File: config.mk
export PLATFORM = sky130hd
export DESIGN_NAME = gf180mcu_xnor_tree_pipe
export DESIGN_NICKNAME = d
export VERILOG_FILES = /design/src/rtl/gf180mcu_xnor_tree_pipe.sv
export SDC_FILE = /design/constraint.sdc
export NUM_CORES = 1
export LEC_CHECK = 0
export CAP_MARGIN = 25
export CORE_AREA = 2 2 39 41
export DETAILED_ROUTE_END_ITERATION = 7
export DIE_AREA = 0 0 41 43
export HOLD_SLACK_MARGIN = 0.02
export MAX_ROUTING_LAYER = met4
export SYNTH_ARGS = -nofsm -noshare
export SYNTH_HDL_FRONTEND = slang
export SYNTH_SLANG_ARGS = --single-unit
File: constraint.sdc
create_clock -name CLK -period 1 [get_ports CLK]
set_input_delay 0.15 -clock CLK [delete_from_list [all_inputs] [get_ports CLK]]
set_output_delay 0.15 -clock CLK [all_outputs]
set_load 0.02 [all_outputs]
File: src/rtl/gf180mcu_xnor_tree_pipe.sv
// rtl/gf180mcu_xnor_tree_pipe.sv - pipelined WIDTH-input XNOR/XOR reduction tree with valid/ready
// Optional saturating mismatch counter enabled by defining XNOR_TREE_PIPE_ERRCNT_EN.
module gf180mcu_xnor_tree_pipe #(
  parameter int WIDTH = 9
) (
  input  logic             CLK,
  input  logic             RN,
  input  logic             IN_VALID,
  output logic             IN_READY,
  input  logic [WIDTH-1:0] A,
  input  logic             POL,
  output logic             OUT_VALID,
  input  logic             OUT_READY,
  output logic             ZN
`ifdef XNOR_TREE_PIPE_ERRCNT_EN
  ,
  input  logic             EXP,
  input  logic             CNT_CLR,
  output logic [7:0]       ERR_CNT
`endif
);

  function automatic int lvl_w(input int k);
    int w;
    w = WIDTH;
    for (int i = 0; i < k; i++) w = (w + 2) / 3;
    return w;
  endfunction

  function automatic int lvl_off(input int k);
    int s;
    s = 0;
    for (int i = 0; i < k; i++) s += lvl_w(i);
    return s;
  endfunction

  function automatic int num_levels();
    int w;
    int l;
    w = WIDTH;
    l = 0;
    while (w > 1) begin
      w = (w + 2) / 3;
      l++;
    end
    return (l < 1) ? 1 : l;
  endfunction

  localparam int LEVELS = num_levels();
  localparam int BUSW   = lvl_off(LEVELS + 1);

  // Every level's partial results live in one flat bus: slice k is the input of level k.
  logic [BUSW-1:0]   w_dat;
  logic [LEVELS:0]   w_vld;
  logic [LEVELS-1:0] w_pol;
  logic              w_stall;

  assign w_stall   = OUT_VALID & ~OUT_READY;
  assign IN_READY  = ~w_stall;
  assign w_dat[WIDTH-1:0] = A;
  assign w_vld[0]  = IN_VALID;
  assign w_pol[0]  = POL;
  assign OUT_VALID = w_vld[LEVELS];
  assign ZN        = w_dat[BUSW-1];

`ifdef XNOR_TREE_PIPE_ERRCNT_EN
  logic [LEVELS:0] w_exp;
  logic [7:0]      r_err_cnt;

  assign w_exp[0] = EXP;
  assign ERR_CNT  = r_err_cnt;

  always_ff @(posedge CLK or negedge RN) begin
    if (!RN) begin
      r_err_cnt <= 8'd0;
    end else if (CNT_CLR) begin
      r_err_cnt <= 8'd0;
    end else if (OUT_VALID && OUT_READY && (ZN != w_exp[LEVELS]) && (r_err_cnt != 8'hFF)) begin
      r_err_cnt <= r_err_cnt + 8'd1;
    end
  end
`endif

  for (genvar k = 0; k < LEVELS; k++) begin : g_lvl
    localparam int IW   = lvl_w(k);
    localparam int OW   = lvl_w(k + 1);
    localparam int PW   = 3 * OW;
    localparam int IO   = lvl_off(k);
    localparam int OO   = lvl_off(k + 1);
    localparam bit LAST = (k == LEVELS - 1);

    logic [PW-1:0] w_pad;
    logic [OW-1:0] w_red;
    logic [OW-1:0] r_data;
    logic          r_vld;

    assign w_pad = PW'(w_dat[IO +: IW]);

    always_comb begin
      w_red = '0;
      for (int j = 0; j < OW; j++) w_red[j] = ^w_pad[3*j +: 3];
    end

    // The last level folds polarity in so ZN comes straight off a flop.
    always_ff @(posedge CLK or negedge RN) begin
      if (!RN) begin
        r_data <= '0;
        r_vld  <= 1'b0;
      end else if (!w_stall) begin
        r_data <= LAST ? (w_red ^ {OW{w_pol[k]}}) : w_red;
        r_vld  <= w_vld[k];
      end
    end

    assign w_dat[OO +: OW] = r_data;
    assign w_vld[k+1]      = r_vld;

    if (!LAST) begin : g_pol
      logic r_pol;
      always_ff @(posedge CLK or negedge RN) begin
        if (!RN) r_pol <= 1'b0;
        else if (!w_stall) r_pol <= w_pol[k];
      end
      assign w_pol[k+1] = r_pol;
    end

`ifdef XNOR_TREE_PIPE_ERRCNT_EN
    logic r_exp;
    always_ff @(posedge CLK or negedge RN) begin
      if (!RN) r_exp <= 1'b0;
      else if (!w_stall) r_exp <= w_exp[k];
    end
    assign w_exp[k+1] = r_exp;
`endif
  end

endmodule
==> impl_summary.md <==
Status
The run finished, with violations left. The final reports fail on setup timing.

Cells and area
The multi-input logic area is 181 um^2. The repair_antennas step left the layout with diodes totalling 0. The share of the core filled with cells in the final layout is 0.429.

The area growth from synthesis to layout is 67.8%. The final-layout fill cell count is 139. In the final design database the tool counted 67 nets. The sequential cell area is roughly 180 um^2. Of the cells placed in the final design, the portion with a size suffix greater than 1 is 0.404.

Clocking
The CTS buffer count is 3. The root buffer cell chosen for the clock tree is sky130_fd_sc_hd__clkbuf_4. At the later pin of the worst-skew pair, clock insertion delay measures 0.26 ns. Clock tree synthesis found a total of 7 sinks. In this run, post-CTS hold repair placed 0 buffers. The CTS tree is yes. The clock transition time at the flip-flop clock pins of the worst setup and hold paths is 0.06 ns. The maximum level of the CTS H-tree is 1. The clock passes through at most 2 buffers.

Setup path
The cell depth of the worst flop-to-flop path is 3. The kind of start point of the critical path is a flip-flop. The arrival time reported for the critical path endpoint is 0.93 ns. The worst register-to-register path ends at g_lvl[0].r_vld$_DFFE_PN0N_.

The worst register-to-register path begins at OUT_VALID$_DFFE_PN0N_. The top fanout value on the critical path is 2. The element type at the critical path end is a primary output.

For the worst setup path, the data required time is 0.85 ns. The worst setup path endpoint is IN_READY. Setup slack on the worst reg-to-reg path comes out at -0.06 ns. The setup path with the least slack is of type reg2out. In this run the worst setup path begins at OUT_VALID$_DFFE_PN0N_.

Drt
Dividing the detail-routed via count by the number of cells gives 3.97. The first detailed-routing pass took 4 iterations. Once detail routing completed, the nets flagged for antenna violations numbered 0.

After detailed routing, the average wire length per cell comes to 8.41 um. The number of DRC violations after detailed routing is 0. The detailed router placed 270 vias in this run. The final layout contains routed wiring with a total length of 572 um. For this block, the initial DRC count from the detailed router was 3.

Global routing
The remaining global-route overflow is 0. The pin count of the biggest net entering global routing is 8. The initial antenna violation count is 0. The number of global-route vias before repair is ~220. The overall routing resource usage is 0.0766. The first global-routing pass estimated 855 um of wire.

Power and ir drop
The design draws about 990 uW. The total power divided by cell area is between 1500 and 2000 nW/um^2. In this run the static leakage power is approximately 0.25 nW. The worst IR drop on VDD is 0.570 mV.

Yosys
The average instance area after synthesis is roughly 12 um^2. Counting every net in the synthesized netlist gives between 40 and 50. The unique cell type count in the Yosys netlist is 11. During synthesis, Yosys emitted a total of 0 warnings.

After technology mapping, the gate count stands at 30. The synthesized netlist occupies a cell area of 354 um^2. The number of synthesized register bits is 7. Of the synthesized area, sequential elements account for 0.495.

Timing
After routing, the total negative slack on setup checks comes to -0.201 ns. The worst pin sits at a relative slew slack of 0.795. After layout, the minimum clock period comes to 1.08 ns. The portion of the clock cycle consumed by the worst path in the final layout is 1.08.

Setup violations remaining at the end of the flow were counted as 3. Setup slack on the critical path of the routed design comes to -0.0823 ns. The top achievable clock speed is 924 MHz.

The number of pins with negative max-slew slack in the final report is 0. The transition time at the pin with the least slew margin is 0.306 ns. The count of final hold-check violations came to 0. Clock skew on the completed layout was measured at 0.00305 ns. Setup repair after global routing could not meet its margin everywhere.

Place
The post-detailed-placement half-perimeter wirelength is 426 um. The global placement routability congestion is 0.531. Input and output buffers added on the ports amount to 16.

Die
The site row count is 14. The placeable core area is between 1000 and 1500 um^2. The I/O pin total is 17. The die covers 1760 um^2. The floorplan step set the die width to 41 um. The initial utilization of the core area, before any placement, comes to 0.256. The vertical die dimension is 43 um.

Worst hold path
The worst hold-check path type is in2async.

Run
The max-capacitance violation count is 0.
[state kept, by name, indices dropped and copies added (netlist names)]
register and cells:
OUT_VALID 1, g_lvl.r_vld 1, g_lvl.g_pol.r_pol 1, g_lvl.r_data 3, ZN 1
[cell usage in the layout, fill, tap and decap left out, drive strengths merged, types with 2 or more instances in the layout]
master and count:
nand2 4, clkdlybuf4s50 13, mux2 2, o21ai 4, xnor2 6, xor2 3
clkbuf 3, buf 6, dfrtp 7
[metal layers]
layer  share of wire  track usage  vias up  routed length (um)
li1                -            -      139                   -
met1            0.40       0.0885      117                 229
met2            0.47        0.100       14                 271
met3            0.12       0.0471        0                  71
met4               0       0.0400        0                   0
met5               0            -        -                   0
[what timing repair did]
action | in CTS | in global routing
setup buffers | 2 | 0
resized for setup | 19 | 3
setup endpoints to repair | 6 | 8
pin swaps | 1 | 2
[worst min-delay path by stage]
stage / end / slack [ns] / depth (start not counted) / start
final: g_lvl[0].r_data[0]$_DFFE_PN0N_ / 0.15 / 1 / RN
after global routing: g_lvl[0].r_vld$_DFFE_PN0N_ / 0.17 / 1 / RN
after CTS: g_lvl[0].r_vld$_DFFE_PN0N_ / 0.15 / 1 / RN
after detailed placement: g_lvl[0].g_pol.r_pol$_DFFE_PN0N_ / 0.43 / 1 / RN
after global placement: g_lvl[0].g_pol.r_pol$_DFFE_PN0N_ / 0.43 / 1 / RN
after floorplan: OUT_VALID$_DFFE_PN0N_ / -0.15 / 0 / RN
[synth_stat cells]
cell | instances | share of area
sky130_fd_sc_hd__buf_6 | 1 | 0.032
sky130_fd_sc_hd__dfrtp_1 | 7 | 0.49
sky130_fd_sc_hd__inv_1 | 1 | 0.011
sky130_fd_sc_hd__mux2_2 | 2 | 0.064
sky130_fd_sc_hd__nand2_1 | 4 | 0.042
sky130_fd_sc_hd__nor2b_4 | 1 | 0.039
sky130_fd_sc_hd__o21ai_1 | 2 | 0.028
sky130_fd_sc_hd__o21ai_2 | 2 | 0.049
sky130_fd_sc_hd__or2_1 | 1 | 0.018
sky130_fd_sc_hd__xnor2_1 | 6 | 0.15
sky130_fd_sc_hd__xor2_1 | 3 | 0.074
[per-stage QoR]
stage	std cells	instance area (um^2)	setup slack, ns	hold WS (ns)
4_1_cts	68	586	-0.0981	0.150
3_5_place_dp	62	539	-0.488	0.434
5_1_grt	68	594	-0.118	0.173
3_3_place_gp	62	539	-0.490	0.433
6_report	68	594	-0.0823	0.145
2_1_floorplan	30	363	-0.0255	-0.146
[layout make-up]
type | count | area share
clock buffers | 3 | 0.0379
well taps | 16 | 0.0337
clock inverters | 1 | 0.00842
inverters | 1 | 0.00632
multi-input cells | 21 | 0.305
repair buffers | 19 | 0.312
flip-flops and latches | 7 | 0.297
[report_power, final]
part	switching (mW)	internal, mW	total [mW]
logic	0.141	0.196	0.337
registers	0.0418	0.345	0.387
clock network	0.115	0.147	0.261
total	0.298	0.688	0.985
[critical path: stages, from the launching register on]
cell and delay [ns]:
sky130_fd_sc_hd__dfrtp_2 0.39, sky130_fd_sc_hd__nor2b_4 0.13, sky130_fd_sc_hd__inv_2 0.05, sky130_fd_sc_hd__buf_6 0.10
[cells by family after synthesis]
logic type	synth area share
AND/OR/NAND/NOR	0.0989
AO/OA/AOI/OAI	0.0777
XOR/XNOR	0.223
buffers and inverters	0.0424
multiplexers	0.0636
flip-flops	0.495
(Power assumes the default switching activity.)
